<file path="src/rtl/seg_pkg.sv">
// Shared definitions for the 7-segment scan controller: blank pattern,
// active-low hex decode table and the digit-slot state type.
package seg_pkg;

    localparam logic [6:0] SEG_BLANK = 7'h7F;

    // Entry n holds the gfedcba pattern (active-low) for hex digit n.
    localparam logic [15:0][6:0] SEG_DECODE = {
        7'h0E, 7'h06, 7'h21, 7'h46, 7'h03, 7'h08, 7'h10, 7'h00,
        7'h78, 7'h02, 7'h12, 7'h19, 7'h30, 7'h24, 7'h79, 7'h40
    };

    typedef enum logic {
        BLANK = 1'b0,
        SHOW  = 1'b1
    } slot_state_e;

endpackage

</file>
<file path="src/rtl/hex_to_7seg.sv">
// Combinational hex nibble to active-low segment decoder (seg_n[6:0] = gfedcba).
module hex_to_7seg
    import seg_pkg::*;
(
    input  logic [3:0] nibble,
    output logic [6:0] seg_n
);

    assign seg_n = SEG_DECODE[nibble];

endmodule

</file>
<file path="src/rtl/seg_scan_ctrl.sv">
// Time-multiplexed scan controller for a common-anode 7-segment display with
// per-slot anti-ghost blanking and frame-aligned double-buffered display data.
module seg_scan_ctrl
    import seg_pkg::*;
#(
    parameter int NUM_DIGITS   = 4,
    parameter int DIV_VALUE    = 2499,
    parameter int BLANK_CYCLES = 16
) (
    input  logic                    clk_in,
    input  logic                    rst_n,
    input  logic [4*NUM_DIGITS-1:0] digit_data,
    input  logic [NUM_DIGITS-1:0]   dp_in,
    input  logic [NUM_DIGITS-1:0]   digit_en,
    input  logic                    load,
    output logic [NUM_DIGITS-1:0]   an,
    output logic [6:0]              seg,
    output logic                    dp,
    output logic                    frame_done
);

    localparam int CNT_W = $clog2(DIV_VALUE + 1);
    localparam int IDX_W = $clog2(NUM_DIGITS);

    logic [CNT_W-1:0]        cnt_q, cnt_d;
    logic [IDX_W-1:0]        idx_q, idx_d;
    slot_state_e             state_q, state_d;

    logic [4*NUM_DIGITS-1:0] act_data_q, act_data_d;
    logic [NUM_DIGITS-1:0]   act_dp_q, act_dp_d;
    logic [NUM_DIGITS-1:0]   act_en_q, act_en_d;
    logic [4*NUM_DIGITS-1:0] pend_data_q, pend_data_d;
    logic [NUM_DIGITS-1:0]   pend_dp_q, pend_dp_d;
    logic [NUM_DIGITS-1:0]   pend_en_q, pend_en_d;
    logic                    pend_valid_q, pend_valid_d;

    logic [NUM_DIGITS-1:0]   an_q, an_d;
    logic [6:0]              seg_q, seg_d;
    logic                    dp_q, dp_d;
    logic                    frame_done_q, frame_done_d;

    logic                    tick;
    logic                    wrap;
    logic [3:0]              cur_nibble;
    logic                    cur_dp;
    logic                    cur_en;
    logic                    show;
    logic [6:0]              dec_seg;

    always_comb begin
        tick    = (cnt_q == CNT_W'(DIV_VALUE));
        wrap    = tick && (idx_q == IDX_W'(NUM_DIGITS - 1));
        cnt_d   = tick ? '0 : cnt_q + CNT_W'(1);
        idx_d   = idx_q;
        if (tick) begin
            idx_d = wrap ? '0 : idx_q + IDX_W'(1);
        end
        state_d = state_q;
        case (state_q)
            BLANK:   if (cnt_d == CNT_W'(BLANK_CYCLES)) state_d = SHOW;
            SHOW:    if (tick) state_d = BLANK;
            default: state_d = BLANK;
        endcase
    end

    // A load on the wrap cycle bypasses pending so it is visible from slot 0.
    always_comb begin
        act_data_d   = act_data_q;
        act_dp_d     = act_dp_q;
        act_en_d     = act_en_q;
        pend_data_d  = pend_data_q;
        pend_dp_d    = pend_dp_q;
        pend_en_d    = pend_en_q;
        pend_valid_d = pend_valid_q;
        if (load) begin
            pend_data_d  = digit_data;
            pend_dp_d    = dp_in;
            pend_en_d    = digit_en;
            pend_valid_d = 1'b1;
        end
        if (wrap) begin
            if (load) begin
                act_data_d   = digit_data;
                act_dp_d     = dp_in;
                act_en_d     = digit_en;
                pend_valid_d = 1'b0;
            end else if (pend_valid_q) begin
                act_data_d   = pend_data_q;
                act_dp_d     = pend_dp_q;
                act_en_d     = pend_en_q;
                pend_valid_d = 1'b0;
            end
        end
    end

    always_comb begin
        cur_nibble = 4'h0;
        cur_dp     = 1'b0;
        cur_en     = 1'b0;
        for (int i = 0; i < NUM_DIGITS; i++) begin
            if (idx_q == IDX_W'(i)) begin
                cur_nibble = act_data_q[4*i +: 4];
                cur_dp     = act_dp_q[i];
                cur_en     = act_en_q[i];
            end
        end
    end

    hex_to_7seg u_dec (
        .nibble (cur_nibble),
        .seg_n  (dec_seg)
    );

    // A disabled digit still consumes its slot so brightness stays constant.
    always_comb begin
        show         = (state_q == SHOW) && cur_en;
        an_d         = show ? ~(NUM_DIGITS'(1) << idx_q) : '1;
        seg_d        = show ? dec_seg : SEG_BLANK;
        dp_d         = show ? ~cur_dp : 1'b1;
        frame_done_d = wrap;
    end

    always_ff @(posedge clk_in or negedge rst_n) begin
        if (!rst_n) begin
            cnt_q        <= '0;
            idx_q        <= '0;
            state_q      <= BLANK;
            act_data_q   <= '0;
            act_dp_q     <= '0;
            act_en_q     <= '0;
            pend_data_q  <= '0;
            pend_dp_q    <= '0;
            pend_en_q    <= '0;
            pend_valid_q <= 1'b0;
            an_q         <= '1;
            seg_q        <= SEG_BLANK;
            dp_q         <= 1'b1;
            frame_done_q <= 1'b0;
        end else begin
            cnt_q        <= cnt_d;
            idx_q        <= idx_d;
            state_q      <= state_d;
            act_data_q   <= act_data_d;
            act_dp_q     <= act_dp_d;
            act_en_q     <= act_en_d;
            pend_data_q  <= pend_data_d;
            pend_dp_q    <= pend_dp_d;
            pend_en_q    <= pend_en_d;
            pend_valid_q <= pend_valid_d;
            an_q         <= an_d;
            seg_q        <= seg_d;
            dp_q         <= dp_d;
            frame_done_q <= frame_done_d;
        end
    end

    assign an         = an_q;
    assign seg        = seg_q;
    assign dp         = dp_q;
    assign frame_done = frame_done_q;

endmodule

</file>
<file path="config.mk">
export PLATFORM = sky130hd
export DESIGN_NAME = seg_scan_ctrl
export DESIGN_NICKNAME = d
export VERILOG_FILES = /design/src/rtl/seg_pkg.sv /design/src/rtl/hex_to_7seg.sv /design/src/rtl/seg_scan_ctrl.sv
export SDC_FILE = /design/constraint.sdc
export NUM_CORES = 1
export LEC_CHECK = 0
export BUFFER_PORTS_ARGS = -buffer_cell sky130_fd_sc_hd__buf_2
export CAP_MARGIN = 30
export CORE_MARGIN = 1
export CORE_UTILIZATION = 45
export CTS_CLUSTER_SIZE = 25
export DETAILED_ROUTE_END_ITERATION = 10
export GPL_TIMING_DRIVEN = 1
export PLACE_DENSITY = 0.66
export REMOVE_ABC_BUFFERS = 1
export SYNTH_ARGS = -nofsm -noshare
export SYNTH_HDL_FRONTEND = slang
export SYNTH_SLANG_ARGS = --single-unit
</file>
<file path="constraint.sdc">
create_clock -name clk_in -period 2.2 [get_ports clk_in]
set_input_delay 0.66 -clock clk_in [delete_from_list [all_inputs] [get_ports clk_in]]
set_output_delay 0.66 -clock clk_in [all_outputs]
set_load 0.05 [all_outputs]
</file>
==> results of run 1 <==
where the power goes:
part	internal (mW)	switching, mW	total [mW]
registers	1.46	0.00984	1.47
logic	0.0640	0.0654	0.129
clock network	0.848	0.487	1.34
total	2.37	0.563	2.93
worst max path at each step:
stage / from / endpoint / slack, ns / cells after the start
2_1_floorplan: idx_q[0] / seg[3] / -0.19 / 9
3_3_place_gp: idx_q[0] / seg[5] / -0.03 / 11
3_5_place_dp: idx_q[1] / seg[3] / -0.08 / 10
4_1_cts: idx_q[1] / seg[3] / 0.008 / 10
5_1_grt: idx_q[0] / seg[6] / -0.08 / 10
6_report: idx_q[1] / seg[6] / 0.07 / 11
worst max-delay path: stages, from the launching register on:
cell	delay, ns
dfrtp_1	0.37
inv_1	0.09
ha_2	0.20
buf_4	0.17
a221o_1	0.33
a22oi_2	0.19
inv_2	0.09
ha_1	0.21
inv_2	0.06
nor2_1	0.05
a21oi_1	0.13
o221ai_1	0.13
cell type report:
type	count	share of cell area
Timing Repair Buffer	72	0.105
Inverter	7	0.00598
Clock buffer	13	0.0384
Tap cell	102	0.0290
Sequential cell	77	0.442
Clock inverter	3	0.0205
Multi-Input combinational cell	191	0.359
registers in the layout, summed over array words and instances, names as in the netlist, 2 cells and up:
| name | count |
|---|---|
| act_dp_q | 4 |
| an | 4 |
| idx_q | 2 |
| pend_en_q | 4 |
| cnt_q | 12 |
| pend_dp_q | 4 |
| pend_data_q | 16 |
| act_en_q | 4 |
| seg | 7 |
| act_data_q | 16 |
kinds of logic after synthesis:
logic type               after synthesis  share of synthesized area
XOR/XNOR                              11                     0.0266
multiplexers                          52                      0.181
flip-flops                            77                      0.536
AO/OA/AOI/OAI                         39                     0.0707
buffers and inverters                 25                     0.0404
AND/OR/NAND/NOR                       77                      0.104
adder cells (fa/ha/maj)               12                     0.0414
synthesized netlist by cell type (all sizes together):
| cell type | number | area [µm²] |
|---|---|---|
| a21oi | 12 | 60.1 |
| nor2b | 3 | 18.8 |
| or3b | 1 | 8.76 |
| a221oi | 1 | 8.76 |
| a22o | 1 | 8.76 |
| nand3b | 2 | 15.0 |
| o211a | 1 | 10.0 |
| nand4 | 3 | 18.8 |
| a221o | 1 | 10.0 |
| o31ai | 3 | 22.5 |
| dfstp | 12 | 315 |
| nor3 | 4 | 25.0 |
| mux2i | 3 | 30.0 |
| a31oi | 1 | 6.26 |
| nor2 | 21 | 78.8 |
| nand2 | 22 | 85.1 |
| o31a | 1 | 8.76 |
| or2 | 1 | 6.26 |
| xor2 | 6 | 52.6 |
| ha | 12 | 150 |
| a211oi | 1 | 7.51 |
| a22oi | 3 | 22.5 |
| nand4b | 1 | 8.76 |
| nand2b | 4 | 25.0 |
| clkbuf | 8 | 30.0 |
| mux2 | 49 | 627 |
| or3 | 2 | 13.8 |
| o221ai | 5 | 43.8 |
| nand3 | 8 | 40.0 |
| dfrtp | 65 | 1630 |
| buf | 10 | 90.1 |
| nor4 | 3 | 18.8 |
| and2 | 1 | 6.26 |
| inv | 7 | 26.3 |
| o21ai | 8 | 40.0 |
| o211ai | 1 | 7.51 |
| nor4b | 1 | 8.76 |
| xnor2 | 5 | 43.8 |
metal layers:
metal / share of wire / global-route usage / up-vias
met1: 0.45 / 0.225 / 1204
met3: 0.031 / 0.0473 / 6
li1: - / - / 1147
met4: 0.0065 / 0.0430 / 0
met5: 0 / 0 / -
met2: 0.51 / 0.288 / 38
timing repair:
item	CTS	global route
setup endpoints to repair	7	24
resized for setup	3	10
setup buffers	1	6
pin swaps	0	3
==> metrics.yaml, run 1 <==
status: "complete, no violations"
area_delta_synth_final_pct: 21.3
ctsHoldBuffers: 0
max_freq_mhz: 469
synth_warnings: 0
synth_seq_cells: 77
firstDrtPassIters: 7
grt_pass1_vias: 2387
worstPathArrival_ns: 2.37
ys_seq_area_frac: 0.536
syn_area_um2: 3630
regToRegSetupSlack_ns: 0.07
cts_sinks: 77
instances_no_fill: 465
fillers: 661
antenna_found_initial: 0
worst_setup_path_end_kind: "flip-flop"
postLayoutCellArea_um2: 4400
seq_area_um2: 1940
mostFrequentLayoutCell: "dfrtp_1"
mostFrequentLayoutCells: "65 x dfrtp_1, 38 x buf_2, 32 x buf_4"
cp_max_fo: 8
multiInputGateArea_um2: 1580
core_area_um2: 7770
cts_inserted_buffers: 9
hold_class: "in -> async"
die_area_um2: 8420
power_mw: 2.93
syn_avg_cell_area_um2: 12.4
placed_cell_area_um2: 4040
post_drt_wl_per_cell_um: 14.5
finClkSkew_ns: 0.0104
final_core_util: 0.566
drive_above_1_share: 0.446
maxCapViolations: 0
timing.hold.ws_ns: 0.261
setup_tns_ns: 0
place_ws_ns: -0.0846
dpl.cell_count: 442
worstSkewPairLatency_ns: 0.34
ant_nets: 0
drc: 0
worst_pin_slew_ns: 0.581
drt_iter0_drc: 85
cts_buffer_depth: 2
worst_r2r_startpoint: "idx_q[1]"
hold_viol_final: 0
setup-violations-final: 0
cts_tree: "done"
period_minus_slack_ns: 2.13
row_count: 32
grt_overflow: 0
powerDensity_nw_per_um2: 667
p_leak_nw: 2.04
die_h_um: 91.8
insertedDiodeCount: 0
timing_worst_setup_path_type: "reg -> reg"
syn_inst: 293
grt_max_degree: 44
cts-root-buf: "clkbuf_8"
finalCritPeriodShare: 0.970
critPathRequiredTime_ns: 2.43
portBuffers: 39
vdd_drop_max_mv: 0.257
slew_violations: 0
wirelength_mm: 6.75
synth_cell_types: 47
rr_endpoint: "seg[6]"
slew_headroom: 0.610
grt_pass1_wl_mm: 11.4
start_kind: "flip-flop"
vias: 2395
dpl.hpwl_mm: 4.78
io_pins: 40
die_w_um: 91.8
gp_congestion: 0.871
reg2reg_depth: 11
nets: 397
htreeDepth: 3
floorplan.initialDensity: 0.467
grt_usage: 0.173
avgViaCountPerCell: 5.15
setup_ws_ns: 0.0667
clkTransAtPathRegs_ns: 0.07
Power figures use the tool's default switching activity.
==> run 2: changes to the inputs <==
- CORE_MARGIN: 1 -> 5
==> metrics.yaml, run 2 (synthesis gave the netlist of run 1 again) <==
drc: 0
firstDrtPassIters: 4
wirelength_mm: 6.98
antenna_found_initial: 0
slew_headroom: 0.653
mostFrequentLayoutCell: "dfrtp_1"
p_seq_frac: 0.530
final_core_util: 0.555
core_area_um2: 7810
finClkSkew_ns: 0.00972
timing.hold.ws_ns: 0.229
cts_tree: "done"
gp_congestion: 0.840
io_pins: 40
grt_pass1_wl_mm: 11.9
status: "complete, no violations"
combPwrFrac: 0.047
max_freq_mhz: 478
vdd_drop_max_mv: 0.277
vias: 2364
rsz0062_at_grt: "no"
nets: 392
internal_power_mw: 2.22
drt_iter0_drc: 50
drive_above_1_share: 0.444
period_minus_slack_ns: 2.09
die_w_um: 99.8
insertedDiodeCount: 0
grt_overflow: 0
clkTransAtPathRegs_ns: 0.08
p_clk_frac: 0.423
mostFrequentLayoutCells: "64 x dfrtp_1, 38 x buf_2, 29 x mux2_2"
slew_violations: 0
cts_inserted_buffers: 9
ant_nets: 0
worst_setup_path_end_kind: "flip-flop"
swShare: 0.199
cp_max_fo: 4
post_drt_wl_per_cell_um: 15.2
regToRegSetupSlack_ns: 0.11
floorplan.initialDensity: 0.464
portBuffers: 39
finalCritPeriodShare: 0.952
hold_viol_final: 0
setup-violations-final: 0
area_delta_synth_final_pct: 19.5
hold_class: "in -> async"
die_h_um: 99.8
p_leak_nw: 2.00
worst_pin_slew_ns: 0.520
dpl.hpwl_mm: 5.04
worstSkewPairLatency_ns: 0.34
htreeDepth: 3
cts_buffer_depth: 2
ctsHoldBuffers: 0
reg2reg_depth: 11
cts-root-buf: "clkbuf_8"
row_count: 32
avgViaCountPerCell: 5.14
worstPathArrival_ns: 2.35
power_mw: 2.78
critPathRequiredTime_ns: 2.46
timing_worst_setup_path_type: "reg -> reg"
grt_pass1_vias: 2494
maxCapViolations: 0
p_sw_uw: 553
grt_max_degree: 34
reg_top3: "act_data_q x16, pend_data_q x16, cnt_q x12"
powerDensity_nw_per_um2: 641
die_area_um2: 9950
cts_sinks: 77
start_kind: "flip-flop"
grt_usage: 0.151
-- run 2: per-layer routing --
metal  track usage  wire length [µm]
met3        0.0393               306
met2         0.242              3380
met1         0.196              3150
met5             0                 0
met4        0.0578               141
-- run 2: path summary, 6_finish.rpt --
check	start	endpoint
min in group clk_in	pend_valid_q	pend_valid_q
max in group asynchronous	rst_n	idx_q[0]
setup / recovery	idx_q[0]	seg[3]
hold reg to reg	pend_valid_q	pend_valid_q
setup reg to reg	idx_q[0]	seg[3]
hold / removal	rst_n	pend_en_q[1]
-- run 2: area by class of cell --
cell class                 count  area, µm²
clock inverter                 4       70.1
clock buffer                  12        155
timing repair buffer          67        433
fill                         667       3480
tap                          102        128
multi-input combinational    191       1580
inverter                       7       26.3
sequential                    77       1940
-- run 2: repair_timing --
item / CTS / global route
setup endpoints to repair: 0 / 27
buffers inserted: 0 / 4
gates resized for setup: 0 / 14
-- run 2: power by group through the flow --
stage	logic (mW)	registers (mW)	clock network, mW
after detailed placement	0.137	1.50	0
after global routing	0.151	1.47	1.28
after global placement	0.133	1.49	0
after CTS	0.138	1.47	1.21
final	0.132	1.47	1.17
after floorplan	0.0569	1.49	0
-- run 2: stage by stage --
step                cell area, µm²  setup slack (ns)  std cells  TNS [ns]
detailed placement            4040            0.0326        440         0
global route                  4330           0.00399        460         0
global placement              4040             0.132        440         0
CTS                           4260            0.0150        456         0
finish                        4330             0.106        460         0
floorplan                     3510            -0.194        275     -4.31
-- run 2: critical path, cell delays in order (launching register included) --
cell and delay, ns:
dfrtp_2 0.42, inv_2 0.06, ha_2 0.19, nor2b_4 0.13, a221o_1 0.30, a22oi_2 0.19, inv_2 0.08, buf_4 0.15
ha_1 0.21, nand2_1 0.07, o211a_1 0.14, o21ai_1 0.09
